## config.mk

```make
export PLATFORM = sky130hd
export DESIGN_NAME = wb_regfile
export DESIGN_NICKNAME = d
export VERILOG_FILES = /design/src/rtl/wb_regfile.sv
export SDC_FILE = /design/constraint.sdc
export NUM_CORES = 2
export LEC_CHECK = 0
export CAP_MARGIN = 10
export CORE_ASPECT_RATIO = 0.7
export CORE_MARGIN = 2
export CORE_UTILIZATION = 45
export DETAILED_ROUTE_END_ITERATION = 7
export GPL_ROUTABILITY_DRIVEN = 0
export GPL_TIMING_DRIVEN = 0
export HOLD_SLACK_MARGIN = 0.05
export PLACE_DENSITY = 0.66
export REMOVE_ABC_BUFFERS = 1
export SLEW_MARGIN = 5
export SYNTH_ARGS = -nofsm -noshare
export SYNTH_HDL_FRONTEND = slang
export SYNTH_SLANG_ARGS = --single-unit
```

## constraint.sdc

```tcl
create_clock -name clk -period 5.1 [get_ports clk]
set_input_delay 1.02 -clock clk [delete_from_list [all_inputs] [get_ports clk]]
set_output_delay 1.02 -clock clk [all_outputs]
set_load 0.01 [all_outputs]
```

## src/rtl/wb_regfile.sv

```systemverilog
// Write-back stage and architectural register file.
// Selects the write-back value, commits it, and serves two bypassed read ports.
module wb_regfile #(
    parameter int unsigned DATA_W = 32,
    parameter int unsigned NREG   = 32
) (
    input  logic                    clk,
    input  logic                    rst,
    input  logic                    RegWrite_in,
    input  logic                    MemtoReg_in,
    input  logic [DATA_W-1:0]       D_MEM_read_data_in,
    input  logic [DATA_W-1:0]       D_MEM_read_addr_in,
    input  logic [$clog2(NREG)-1:0] MEM_WB_RegisterRd_in,
    input  logic [$clog2(NREG)-1:0] ID_rs_addr,
    input  logic [$clog2(NREG)-1:0] ID_rt_addr,
    output logic [DATA_W-1:0]       ID_rs_data,
    output logic [DATA_W-1:0]       ID_rt_data,
    output logic [DATA_W-1:0]       WB_data_out,
    output logic                    WB_write_en_out
);

    localparam int unsigned IDX_W = $clog2(NREG);

    logic [NREG-1:0][DATA_W-1:0] regFile;
    logic                        rdNonZero;
    logic                        rsHit;
    logic                        rtHit;

    // Write-back select and effective write strobe (index 0 never writes).
    always_comb begin
        WB_data_out     = MemtoReg_in ? D_MEM_read_data_in : D_MEM_read_addr_in;
        rdNonZero       = (MEM_WB_RegisterRd_in != IDX_W'(0));
        WB_write_en_out = RegWrite_in & rdNonZero & ~rst;
    end

    // Storage: reset clears every entry and overrides any write in the same cycle.
    always_ff @(posedge clk) begin
        if (rst) begin
            regFile <= '0;
        end else if (WB_write_en_out) begin
            regFile[MEM_WB_RegisterRd_in] <= WB_data_out;
        end
    end

    // Read ports with write-through bypass; the strobe already excludes reset.
    always_comb begin
        rsHit = WB_write_en_out && (MEM_WB_RegisterRd_in == ID_rs_addr);
        rtHit = WB_write_en_out && (MEM_WB_RegisterRd_in == ID_rt_addr);

        if (ID_rs_addr == IDX_W'(0)) begin
            ID_rs_data = '0;
        end else if (rsHit) begin
            ID_rs_data = WB_data_out;
        end else begin
            ID_rs_data = regFile[ID_rs_addr];
        end

        if (ID_rt_addr == IDX_W'(0)) begin
            ID_rt_data = '0;
        end else if (rtHit) begin
            ID_rt_data = WB_data_out;
        end else begin
            ID_rt_data = regFile[ID_rt_addr];
        end
    end

endmodule

```

# Word-level counts from Yosys, hierarchy flattened
# Index checks and enable logic that the tools add are counted.
[totals]
ff_bits = 1024
latch_bits = 0
mem_bits_rw = 0
romBits = 0
output_inout_bits = 97
wordCells = 59
memories = 0
[classes]
addsub = 0
n_mul = 0
n_div = 0
order_cmp = 4
n_eq_ne = 2
n_shift = 0
n_mux = 12
bitwise_logic = 3
reduce_logical = 6
[op_table]
columns = ["operator", "n"]
rows = [
  ["$bwmux W1024", 1],
  ["$bmux W32 S5", 2],
  ["$mux W32", 8],
  ["$demux W32 S5", 1],
  ["$lt A5 B6 Y1 const B", 3],
  ["$eq A5 B5 Y1", 2],
  ["$logic_not A5 Y1", 2],
  ["$ge A5 B1 Y1 const B", 1],
  ["$reduce_bool A5 Y1", 1],
  ["$logic_and A1 B1 Y1", 3],
  ["$and A1 B1 Y1", 2],
  ["$not A1 Y1", 1],
]

# Logic depth before layout (Yosys ltp)
[logic_depth]
word_depth = 6
mapped_depth = 9
mapped_depth_nobuf = 5

# Least setup slack after synthesis
# Ideal clock, no wire load.
[synth_path]
kind = "input-to-output"
from = "in MEM_WB_RegisterRd_in[0]"
to = "out ID_rt_data[24]"
arrival_ns = 2.612
path_slack_ns = 1.468
stages = 8
path_cell_list = "buf_2 > or2_2 > buf_6 > o21ai_4 > nor4_4 > buf_4 > nor2_1 > a221oi_1"
[synth_between]
elab_chain_len = 6
word_cells_on_any_way = 7
classes_between = "eq/ne (1); mux (2); bitwise (2); reduce/logical (2)"
[synth_lines]
columns = ["element", "line_no", "source"]
rows = [
  ["from (decl)", "13", "input logic [$clog2(NREG)-1:0] MEM_WB_RegisterRd_in,"],
  ["$reduce_bool A5 Y1", "32", "rdNonZero = (MEM_WB_RegisterRd_in != IDX_W'(0));"],
  ["$and A1 B1 Y1 (2 in series)", "33", "WB_write_en_out = RegWrite_in & rdNonZero & ~rst;"],
  ["$logic_and A1 B1 Y1 (*)", "48", "rtHit = WB_write_en_out && (MEM_WB_RegisterRd_in == ID_rt_addr);"],
  ["$mux W32 (*)", "60", "end else if (rtHit) begin"],
  ["$mux W32 (*)", "58", "if (ID_rt_addr == IDX_W'(0)) begin"],
  ["to (decl)", "17", "output logic [DATA_W-1:0] ID_rt_data,"],
]
# Mark *: on every way between the ends. The rest lies on a longest branch, timed or not.

# Worst setup path in the final report
[layout_path]
from = "in ID_rs_addr[0]"
to = "out ID_rs_data[0]"
[layout_between]
elab_chain_len = 4
word_cells_on_any_way = 7
classes_between = "eq/ne (1); mux (4); reduce/logical (2)"
[layout_lines]
columns = ["element", "line_no", "source"]
rows = [
  ["from (decl)", "14", "input logic [$clog2(NREG)-1:0] ID_rs_addr,"],
  ["$bmux W32 S5 / $eq A5 B5 Y1 (equally long branches)", "55, 47", ""],
  ["$mux W32 (not written as such) / $logic_and A1 B1 Y1 (equally long branches)", "55, 47", ""],
  ["$mux W32", "52", "end else if (rsHit) begin"],
  ["$mux W32 (*)", "50", "if (ID_rs_addr == IDX_W'(0)) begin"],
  ["to (decl)", "16", "output logic [DATA_W-1:0] ID_rs_data,"],
]
# Mark *: on every way between the ends. The rest lies on a longest branch, timed or not. The select of a mux whose other input is x is not followed.

==> summary.txt <==
Yosys
  • Share of synthesized registers carrying an async set or reset: 0
  • Number of unique standard cell types used by synthesis: ~50
  • Mapped Cells: 5153
  • Top cell type by total area after synthesis: dfxtp_1
  • Sequential cell area fraction in the yosys report: 0.398
  • Mean area per synthesized cell: roughly 10 sq um
  • Number of synthesized register bits: between 1000 and 1500
  • Number of flops mapped to enable cells by yosys: 0
  • Largest cells by area after synthesis: dfxtp_1 (40%), mux4_2 (17%), a211oi_1 (15%), nor2_1 (8.4%), mux2i_1 (3.7%)
  • Ys Warns: 0
  • Most common flop cell mapped by yosys: dfxtp_1
  • Post-synth top area share: 0.398
  • Post-Syn Area: approximately 50000 sq um

Clock network
  • Number of H-tree levels: 3
  • Library cell used as clock root buffer: clkbuf_16
  • Number of buffers added by the clock tree synthesis step: 96
  • Clock sinks: just over 1000
  • Clock tree from TritonCTS: yes
  • Clock-pin slew reported for the worst setup and hold paths after clock tree synthesis: 60 ps
  • Number of buffers on the longest clock path: 3
  • Clock latency reported for the late side of the worst-skew pair: ~700 ps

Setup path
  • Worst Path Required: ~4000 ps
  • Worst Reg-to-Reg Cells: 2
  • Highest-delay cell along the critical path: nor4_1
  • Arrival time reported for the critical path endpoint: between 4000 and 5000 ps
  • Critical path buffer and inverter count: 4
  • Series of cell instances along the critical path: buf_12, buf_16, buf_16, nand2b_4, nor2_1, nor4_1, nor3_1, a211oi_1, clkdlybuf4s50_1
  • Most common cell type on the critical path: buf_16
  • Endpoint type of the worst setup path: output port
  • Worst R2R Start: regFile[971]
  • CP startpoint kind: primary input
  • Setup CP Type: in -> out
  • Highest cell delay on the worst timing path: ~700 ps
  • R2R Path End: regFile[971]
  • Worst Path Max Fanout: 33
  • Cell family with the largest share of critical-path delay: simple AND/OR/NAND/NOR gates
  • Reg2Reg Setup Slack: around 4200 ps

Global routing
  • Number of antenna violations at the first check in global routing: 2
  • First-pass GRT wire length: between 200000 and 300000 um
  • GRT overflow: 0
  • Largest net degree at the start of global routing: between 200 and 300
  • Total GRT Usage: 0.306
  • Number of global-route vias before repair: between 40000 and 50000

Cells and area
  • Max FFs per register: a little over 1000
  • Final cell utilization of the core: 0.540
  • Post-route standard cell area excluding fillers: about 61000 sq um
  • Registers with the most flip-flops: regFile (1024)
  • Cell Count, Final, Fillers Out: around 6600
  • Nets@finish: roughly 5100
  • Share of post-route cells with drive strength above 1: 0.207
  • Top reg by flops: regFile
  • Layout area overhead: 18.7%

Placement
  • Cell Area, Placed: 56700 sq um
  • HPWL after detailed placement: ~110000 um
  • I/O Buffers: 179
  • Post-place setup slack: -1370 ps
  • Placed cell count: approximately 6400

STA
  • Final setup violation count: 2
  • Worst Slack Setup Final: -31.5 ps
  • Transition time at the pin with the least slew margin: 1280 ps
  • Final-report max-slew violation count: 0
  • Clock Skew: 0 ps
  • Share of the cycle needed by the critical path after routing: 1.01
  • Worst hold slack after final layout: 481 ps
  • Hold violation total from the final report: 0
  • Max Clk Rate: between 0.15 and 0.2 GHz
  • Shortest period the worst path allows: a little over 5000 ps
  • Setup tns final: -50.4 ps
  • Slew HR: 0.143

Power
  • Overall power consumption: about 18 mW
  • Net switching share of the total power: 0.262
  • Sequential fraction of design power: 0.452
  • Ratio of total power to cell area: between 200 and 300 nW/um^2
  • Combinational fraction of design power: 0.126
  • Internal power contribution: roughly 13 mW
  • Clock network fraction of design power: 0.422
  • IR drop worst, VDD: 0.000311 V
  • Leakage power figure: ~20 nW
  • Reported net switching power: 4.69 mW

Flow run
  • Max-cap violation count: 0

Routing
  • Wirelength per Cell: approximately 28 um
  • Vias per inst: approximately 6.7
  • Remaining antenna violation count: 0
  • Routed vias: around 44000
  • Number of design-rule violations left by the first detailed-router iteration: approximately 6100
  • Drt pass-1 iters: 6
  • Total Routed Length: roughly 190000 um
  • Number of design rule violations left after detail routing: 0

Floorplan
  • Width of the die: between 400 and 500 um
  • Die Span Y: about 290 um
  • Die Outline Area: between 100000 and 150000 sq um
  • Initial Util: 0.455
  • I/O pin count: 180
  • Placeable core region: between 100000 and 150000 sq um
  • Placement row count: 103

Hold path
  • Start point of the worst min-delay path: regFile[30]
  • Hold-critical path depth: 1
  • Endpoint, Worst Hold: regFile[30]
  • Worst min path class: reg -> reg

Run status
  • Outcome: finished, violations left
  • Violated checks: setup timing
-- layer usage --
layer,part of all wire,routed length (um),GRT usage
met2,0.43,80000,0.451
met4,0.038,7060,0.112
met3,0.12,23300,0.0742
met5,0.00021,39,0
met1,0.41,76500,0.436
-- power groups by stage --
stage                     clock network (mW)  registers (mW)  logic [mW]
after global routing                    7.92            8.09        2.34
after global placement                     0            8.27        2.11
final                                   7.56            8.09        2.26
after detailed placement                   0            8.27        2.08
after CTS                               7.60            8.09        2.19
after floorplan                            0            8.26       0.811
-- cells in the final DEF, fill, tap and decap left out, types with 8 or more instances in the layout --
master / synthesis / routed
nor2_1: 1152 / 1151
dfxtp_1: 1024 / 1024
a211oi_1: 997 / 987
mux4_2: 381 / 381
clkdlybuf4s50_1: 0 / 162
mux2i_1: 189 / 157
mux2_2: 132 / 132
o22ai_1: 117 / 117
nor3_1: 119 / 106
clkbuf_16: 0 / 103
buf_16: 0 / 80
buf_4: 37 / 50
o221ai_1: 46 / 46
buf_12: 0 / 44
nand2_1: 38 / 36
a221o_1: 35 / 35
nor2b_1: 35 / 35
inv_1: 33 / 33
mux2i_4: 0 / 32
a221oi_1: 36 / 32
a21oi_1: 32 / 32
buf_6: 10 / 29
buf_8: 0 / 28
o211ai_1: 27 / 27
clkbuf_1: 385 / 23
a221oi_2: 18 / 22
nor2_4: 4 / 21
clkbuf_8: 0 / 21
clkinv_2: 0 / 14
bufbuf_16: 0 / 13
nor3_2: 0 / 11
a211oi_2: 0 / 10
nor3_4: 8 / 10
nor4_1: 21 / 10
nand3_1: 9 / 9
nor4_2: 0 / 8
bufinv_16: 0 / 8
-- Yosys cell counts (27+ instances only) --
| master | number |
|---|---|
| nand2_1 | 38 |
| a21oi_1 | 32 |
| mux4_2 | 381 |
| nor3_1 | 119 |
| o221ai_1 | 46 |
| buf_2 | 183 |
| clkbuf_1 | 385 |
| mux2_2 | 132 |
| inv_1 | 33 |
| buf_4 | 37 |
| nor2b_1 | 35 |
| a221o_1 | 35 |
| mux2i_1 | 189 |
| dfxtp_1 | 1024 |
| a221oi_1 | 36 |
| o22ai_1 | 117 |
| nor2_1 | 1152 |
| o211ai_1 | 27 |
| a211oi_1 | 997 |
-- what timing repair did --
item | CTS | global route
hold buffers | 0 | 0
buffers inserted | 23 | 4
pin swaps | 8 | 1
resized for setup | 53 | 30
gates cloned | 16 | 5
endpoints found under the setup margin | 64 | 50
-- worst max-delay path by stage --
stage                             start              to  cells after the start
after floorplan           ID_rs_addr[2]  ID_rs_data[12]                      3
after global placement    ID_rs_addr[0]  ID_rs_data[21]                      4
after detailed placement  ID_rs_addr[1]   ID_rs_data[8]                     10
after CTS                 ID_rt_addr[2]   ID_rt_data[4]                     10
after global routing      ID_rs_addr[0]  ID_rs_data[24]                     11
final                     ID_rs_addr[0]   ID_rs_data[0]                      9
-- kinds of logic (layout without fill, tap and decap cells) --
logic type                after synthesis  in the layout  synth area share
and+or+nand+nor                      1439           1442             0.117
AOI/OAI and AO/OA                    1314           1314             0.194
DFF                                  1024           1024             0.398
muxes                                 702            702             0.232
buffers and inverters                 664            621            0.0570
xor gates and xnor gates               10             10           0.00170
other                                   0              1                 0
-- area by class of cell --
cell class	count	area, sq um
clock inverters	29	368
fillers	9800	52000
diodes	1	2.50
flip-flops and latches	1024	20500
well taps	1522	1900
clock buffers	143	2850
inverters	34	130
multi-input cells	3468	28900
repair buffers	415	6410
Note: power is estimated with default switching activity, not from simulation.
